**src/rtl/ft_pkg.sv**
```systemverilog
// Shared state encoding and default sizing for the FT232H sync-FIFO bus scheduler.
package ft_pkg;

    typedef enum logic [2:0] {
        ST_IDLE,
        ST_RD_OE,
        ST_RD,
        ST_WR,
        ST_TURN
    } state_t;

    localparam int unsigned DEF_RD_BURST_MAX = 64;
    localparam int unsigned DEF_WR_BURST_MAX = 64;
    localparam int unsigned DEF_TURNAROUND   = 1;

endpackage

```
**src/rtl/ft_bus_sched.sv**
```systemverilog
// FT232H synchronous-FIFO bus scheduler: alternates bounded read/write bursts
// with a fixed idle turnaround between them, and counts bytes per direction.
module ft_bus_sched
    import ft_pkg::*;
#(
    parameter int unsigned RD_BURST_MAX = DEF_RD_BURST_MAX,
    parameter int unsigned WR_BURST_MAX = DEF_WR_BURST_MAX,
    parameter int unsigned TURNAROUND   = DEF_TURNAROUND
) (
    input  logic        ft_clk,
    input  logic        rst_n,
    input  logic        ft_rxf_n,
    input  logic        ft_txe_n,
    output logic        ft_oe_n,
    output logic        ft_rd_n,
    output logic        ft_wr_n,
    input  logic [7:0]  ft_data_i,
    output logic [7:0]  ft_data_o,
    output logic        ft_data_oe,
    output logic [7:0]  rx_data,
    output logic        rx_valid,
    input  logic        rx_ready,
    input  logic [7:0]  tx_data,
    input  logic        tx_valid,
    output logic        tx_ready,
    output logic [31:0] rx_byte_cnt,
    output logic [31:0] tx_byte_cnt
);

    localparam logic [15:0] RD_MAX    = 16'(RD_BURST_MAX);
    localparam logic [15:0] WR_MAX    = 16'(WR_BURST_MAX);
    localparam logic [3:0]  TURN_LAST = 4'(TURNAROUND - 1);

    state_t      state;
    state_t      state_nx;
    logic [15:0] burst_cnt;
    logic [3:0]  turn_cnt;
    logic        last_rd;
    logic        rq_rd;
    logic        rq_wr;
    logic        rd_xfer;
    logic        wr_xfer;

    always_comb begin
        rq_rd   = ~ft_rxf_n & rx_ready;
        rq_wr   = ~ft_txe_n & tx_valid;
        rd_xfer = (state == ST_RD) & rx_ready & ~ft_rxf_n;
        wr_xfer = (state == ST_WR) & tx_valid & ~ft_txe_n;

        state_nx   = state;
        ft_oe_n    = ~((state == ST_RD_OE) | (state == ST_RD));
        ft_rd_n    = ~((state == ST_RD) & rx_ready);
        tx_ready   = wr_xfer;
        ft_wr_n    = ~wr_xfer;
        ft_data_oe = (state == ST_WR);
        ft_data_o  = tx_data;

        case (state)
            // On contention the direction not served last wins; last_rd starts as write.
            ST_IDLE: begin
                if (rq_rd && (!rq_wr || !last_rd))
                    state_nx = ST_RD_OE;
                else if (rq_wr)
                    state_nx = ST_WR;
            end
            ST_RD_OE: state_nx = ST_RD;
            ST_RD: begin
                if (!rd_xfer || (burst_cnt + 16'd1 == RD_MAX))
                    state_nx = ST_TURN;
            end
            ST_WR: begin
                if (!wr_xfer || (burst_cnt + 16'd1 == WR_MAX))
                    state_nx = ST_TURN;
            end
            ST_TURN: begin
                if (turn_cnt == TURN_LAST)
                    state_nx = ST_IDLE;
            end
            default: state_nx = ST_IDLE;
        endcase
    end

    always_ff @(posedge ft_clk or negedge rst_n) begin
        if (!rst_n) begin
            state       <= ST_IDLE;
            burst_cnt   <= '0;
            turn_cnt    <= '0;
            last_rd     <= 1'b0;
            rx_data     <= '0;
            rx_valid    <= 1'b0;
            rx_byte_cnt <= '0;
            tx_byte_cnt <= '0;
        end else begin
            state    <= state_nx;
            rx_valid <= rd_xfer;
            if (rd_xfer) begin
                rx_data     <= ft_data_i;
                rx_byte_cnt <= rx_byte_cnt + 32'd1;
            end
            if (wr_xfer)
                tx_byte_cnt <= tx_byte_cnt + 32'd1;

            if (state == ST_IDLE)
                burst_cnt <= '0;
            else if (rd_xfer || wr_xfer)
                burst_cnt <= burst_cnt + 16'd1;

            if (state_nx == ST_TURN && state != ST_TURN) begin
                last_rd  <= (state == ST_RD);
                turn_cnt <= '0;
            end else if (state == ST_TURN) begin
                turn_cnt <= turn_cnt + 4'd1;
            end
        end
    end

endmodule

```
**config.mk**
```make
export PLATFORM = sky130hd
export DESIGN_NAME = ft_bus_sched
export DESIGN_NICKNAME = d
export VERILOG_FILES = /design/src/rtl/ft_pkg.sv /design/src/rtl/ft_bus_sched.sv
export SDC_FILE = /design/constraint.sdc
export NUM_CORES = 1
export LEC_CHECK = 0
export ABC_AREA = 1
export CAP_MARGIN = 25
export CORE_AREA = 2 2 83 125
export CTS_BUF_LIST = sky130_fd_sc_hd__clkbuf_4
export CTS_CLUSTER_DIAMETER = 200
export DETAILED_ROUTE_END_ITERATION = 10
export DIE_AREA = 0 0 85 127
export GPL_TIMING_DRIVEN = 0
export PLACE_DENSITY = 0.79
export SYNTH_ARGS = -nofsm -noshare
export SYNTH_HDL_FRONTEND = slang
export SYNTH_SLANG_ARGS = --single-unit
```
**constraint.sdc**
```tcl
create_clock -name ft_clk -period 2.1 [get_ports ft_clk]
set_clock_uncertainty 0.05 [all_clocks]
set_input_delay 0.42 -clock ft_clk [delete_from_list [all_inputs] [get_ports ft_clk]]
set_output_delay 0.42 -clock ft_clk [all_outputs]
set_load 0.05 [all_outputs]
```
# After elaboration in Yosys (flattened, before gate mapping)
# Cells that the tools add are included.
[totals] regBits=97 in_bits=22 out_inout_bits=86
[op_classes] add_sub_neg=4 eq_ne=7 n_mux=10 bitwise=12 n_reduce_logical=14
[ops] op="$add A32 B1 Y32 const B" count=2
[ops] op="$mux W16" count=2
[ops] op="$add A16 B1 Y16 const B" count=1
[ops] op="$eq A16 B7 Y1 const B" count=1
[ops] op="$mux W3" count=5
[ops] op="$pmux W3 S5" count=1
[ops] op="$mux W4" count=2
[ops] op="$and A1 B1 Y1" count=6
[ops] op="$eq A3 B2 Y1 const B" count=2
[ops] op="$eq A3 B3 Y1 const B" count=2
[ops] op="$not A1 Y1" count=5
[ops] op="$add A4 B1 Y4 const B" count=1
[ops] op="$logic_not A1 Y1" count=4
[ops] op="$logic_not A4 Y1" count=1
[ops] op="$logic_or A1 B1 Y1" count=4
[ops] op="$reduce_bool A2 Y1" count=2
[ops] op="$eq A3 B1 Y1 const B" count=1
[ops] op="$logic_not A3 Y1" count=1
[ops] op="$ne A3 B3 Y1 const B" count=1
[ops] op="$logic_and A1 B1 Y1" count=2
[ops] op="$or A1 B1 Y1" count=1

# Logic depth before layout (Yosys ltp)
[logic_depth] ltp_word=10 depth_mapped=16

# Least setup slack after synthesis
# No wires, ideal clock.
[synth_path] path_type="register -> register" from="register rx_byte_cnt[0]" to="register rx_byte_cnt[28]" arrival_ns=2.046 required_ns=1.968 path_slack_ns=-0.077 path_stages_with_launch=9 synth_period_minus_slack_ns=2.177 path_cell_list="dfrtp_1 ha_1 nand2_1 nor2_1 nand4_1 nor3_1 nand2_1 nor3b_1 xor2_1"
[synth_between] elab_chain_cells=1
[synth_lines] element="start: declaration" line="ft_bus_sched.sv:26" rtl="output logic [31:0] rx_byte_cnt,"
[synth_lines] element="start signal: assignment" line="ft_bus_sched.sv:98" rtl="rx_byte_cnt <= rx_byte_cnt + 32'd1;"
[synth_lines] element="$add A32 B1 Y32" line="ft_bus_sched.sv:98"
# No other way between the ends.
# A chain may end at the register's enable or synchronous reset.

# Worst setup path after layout
[layout_path] from="register state[2]" to="output ft_rd_n"
[layout_between] elab_chain_cells=3
[layout_lines] element="start: declaration" line="ft_bus_sched.sv:34" rtl="state_t state;"
[layout_lines] element="start signal: assignment" line="ft_bus_sched.sv:94" rtl="state <= state_nx;"
[layout_lines] element="$eq A3 B2 Y1" line="ft_bus_sched.sv:52" rtl="ft_rd_n = ~((state == ST_RD) & rx_ready);"
[layout_lines] element="$and A1 B1 Y1" line="ft_bus_sched.sv:52"
[layout_lines] element="$not A1 Y1" line="ft_bus_sched.sv:52"
[layout_lines] element="end: declaration" line="ft_bus_sched.sv:15" rtl="output logic ft_rd_n,"
# No other way between the ends.

==> metrics <==
status=finished, violations left; failing checks=setup timing; initial antenna violation count=0; Final nets=746; xor-xnor portion of the synthesized cell area=0.110; R2R setup slack=0.02 ns; die extent in x=85 um; Final WS setup=-0.0710 ns; drt pass-1 iters=4; CP max-delay cell=dfrtp_1; CTS tree=yes; Iteration-0 DRC Markers=265; family with the most delay on the worst path=buffers and inverters; Power Dens Cells=730 mW/mm^2; number of global-route vias before repair=4386; Synth Flop Type=dfrtp_1; main combinational cell family by area after synthesis=simple AND/OR/NAND/NOR gates; dpl hpwl=8390 um; slew margin rel.=0.633; period utilization=1.03; Final min period=2.17 ns; vias=4362; cell repeated most along the worst path=nand2_1; CP peak stage delay=0.43 ns; number of library cell types mapped by synthesis=37; syn nets=605; LEAKAGE=3.60 nW; DRT antenna net count=0; worst hold path type=input port to async pin; Tot GR Track Use=0.221; Critical Path End Type=output pin; Clk Latency, worst-skew pair=0.45 ns; gr ovfl total=0; Critical Path Fanout Max=4; first-pass GRT wire length=19500 um; ys async rst share=1.00; die area=0.0108 sq mm; Ports=108; mux contribution to synthesized area=0; Synth Instances=578; peak supply drop=0.821 mV; Final Total Pwr=4.88 mW; Max H-tree Level=3; Crit Path Category=register to output pin; clk sinks=97; Synth Cell Area=0.00501 sq mm; Initial Util=0.520; register bit total from synthesis=97; RSZ-0062 raised after global routing=yes; Crit path buffers/inverters=3; CTS Buf Count=9; Die Span Y=127 um; Startpoint Class=register; number of synthesized flops with an enable pin=0; Post-Layout Cell Count=838; antenna cells=0; Max Clk Rate=461 MHz; WP data arrival=1.70 ns; Max Slew Vio Count=0; final wirelength=12000 um; clock slew at reported path FFs=0.15 ns; register area share after synthesis=0.484; I/O Buffers=99; Fillers=760; Setup-failing EPs final=1; max-cap viol count=0; vias per inst=5.21; CORE AREA=0.00963 sq mm; simple-gate portion of the synthesized area=0.293; DRC Markers=0; CTS max path bufs=2; dpl cells=793; WL/cell=14.3 um; worst slew pin tran=0.551 ns; Root Buffer=clkbuf_4; compound-cell area share of the yosys netlist=0.0289; gpl congestion=0.859; post-layout util=0.694; Area Growth Syn to Fin=33.3%; final count of hold timing violations=0; CP cell instances=inv_2 > nand2_1 > nor2_4 > buf_4 > nand2_1 > buf_2; # rows=44; pin count of the biggest net entering global routing=58; syn avg cell area=8.67 sq um; worst hold slack=0.433 ns; Warnings, synthesis=0; share of layout cells above drive strength 1=0.181; adder-cell share of the synthesized area=0.0125; Data required, critical path=1.63 ns
placed cells by master (no fill, tap or decap), types with 6 or more instances in the layout:
cell             synthesis  layout
nor3_1                   8       7
nand2_4                  2       8
buf_4                    8      38
o22ai_1                  8       8
nand2_1                146     139
nand3_1                 30      25
xnor2_1                 26      25
dfrtp_1                 97      91
nor3_4                   4       7
xor2_1                  37      37
inv_1                   68      64
nand4_1                 24      24
clkbuf_4                 0      11
o21ai_0                 12      12
dlygate4sd2_1            0      73
nor2_2                   5      11
nor2_1                  60      47
nor2_4                   4      11
dfrtp_2                  0       6
clkdlybuf4s50_1          0      20
final timing paths:
path                                    to  cells after the start       startpoint
min reg2reg                tx_byte_cnt[31]                      1  tx_byte_cnt[31]
max                                ft_rd_n                      6         state[2]
min in group ft_clk        tx_byte_cnt[31]                      1  tx_byte_cnt[31]
max in group asynchronous     burst_cnt[2]                      3            rst_n
min                        rx_byte_cnt[26]                      2            rst_n
max reg2reg                rx_byte_cnt[29]                     11         state[2]
metal layers:
layer | vias up | global-route usage | share of wire | wire [um]
met5 | - | 0 | 0 | 0
met4 | 0 | 0.0831 | 0.020 | 242
met1 | 2078 | 0.261 | 0.39 | 4680
met2 | 142 | 0.396 | 0.54 | 6430
met3 | 23 | 0.0401 | 0.054 | 651
li1 | 2119 | - | - | -
cells by family (layout without fill, tap and decap cells):
| kind of cell | Yosys count | in the layout |
|---|---|---|
| DFF | 97 | 97 |
| adders and majority gates | 5 | 5 |
| buffers and inverters | 84 | 229 |
| xor gates and xnor gates | 63 | 63 |
| AOI/OAI and AO/OA | 26 | 26 |
| and+or+nand+nor | 303 | 303 |
cell type report:
class / count / area [sq um] / area share
multi-input combinational: 397 / 2440 / 0.366
sequential: 97 / 2430 / 0.364
timing repair buffer: 130 / 1130 / 0.170
inverter: 72 / 280 / 0.0419
tap: 115 / 144 / 0.0215
buffer: 12 / 83.8 / 0.0125
clock buffer: 11 / 82.6 / 0.0124
clock inverter: 4 / 77.6 / 0.0116
stage by stage:
step	setup TNS [ns]	setup WS, ns	area (sq um)
3_3_place_gp	-310.42	-3.34	6150
3_5_place_dp	-23.42	-0.701	6180
6_report	-0.0710	-0.0710	6680
5_1_grt	-0.832	-0.124	6680
2_1_floorplan	0	0.0673	5020
4_1_cts	0	0.00865	6400
cell usage after synthesis, types with 2 or more instances:
master / number / area (sq um)
xnor2_1: 26 / 228
clkbuf_1: 2 / 7.51
inv_1: 68 / 255
nor3b_1: 2 / 15.0
nor4_1: 5 / 31.3
nand2_2: 4 / 25.0
o21ai_0: 12 / 60.1
o22ai_1: 8 / 50.1
o21ai_1: 2 / 10.0
nor3_4: 4 / 65.1
nor3_2: 3 / 30.0
inv_2: 2 / 7.51
a21oi_1: 2 / 10.0
nor2_1: 60 / 225
nor2_4: 4 / 45.0
nor3_1: 8 / 40.0
nand2_4: 2 / 22.5
buf_4: 8 / 60.1
ha_1: 5 / 62.6
nand2_1: 146 / 548
xor2_1: 37 / 324
nand3_1: 30 / 150
nor2_2: 5 / 31.3
nand4_1: 24 / 150
dfrtp_1: 97 / 2430
state kept, by name, indices dropped and copies added, names as in the netlist:
signal and cells:
rx_byte_cnt 32, state 3, last_rd 1, tx_byte_cnt 32, rx_valid 1, rx_data 8
turn_cnt 4, burst_cnt 16
repair_timing:
action / CTS / global route
pin swaps: 4 / 24
endpoints found under the hold margin: 40 / 0
buffers inserted: 12 / 17
setup endpoints to repair: 108 / 23
gates resized for setup: 114 / 46
hold buffers: 1 / 0
worst reg2reg max path: stages, from the launching register on:
cell	delay [ns]
dfrtp_1	0.43
inv_2	0.10
nand2_1	0.13
nor2_4	0.18
nand2_4	0.11
nor3_4	0.16
inv_2	0.09
nor3_4	0.17
nand4_2	0.16
nor2_2	0.16
nand3_1	0.11
xnor2_1	0.14
report_power, final:
part	internal, mW	total [mW]	leakage [nW]	switching, mW
sequential	2.06	2.21	1.31	0.157
combinational	0.456	1.52	2.21	1.07
clock	0.511	1.14	0.0875	0.631
Note: power is estimated with default switching activity, not from simulation.
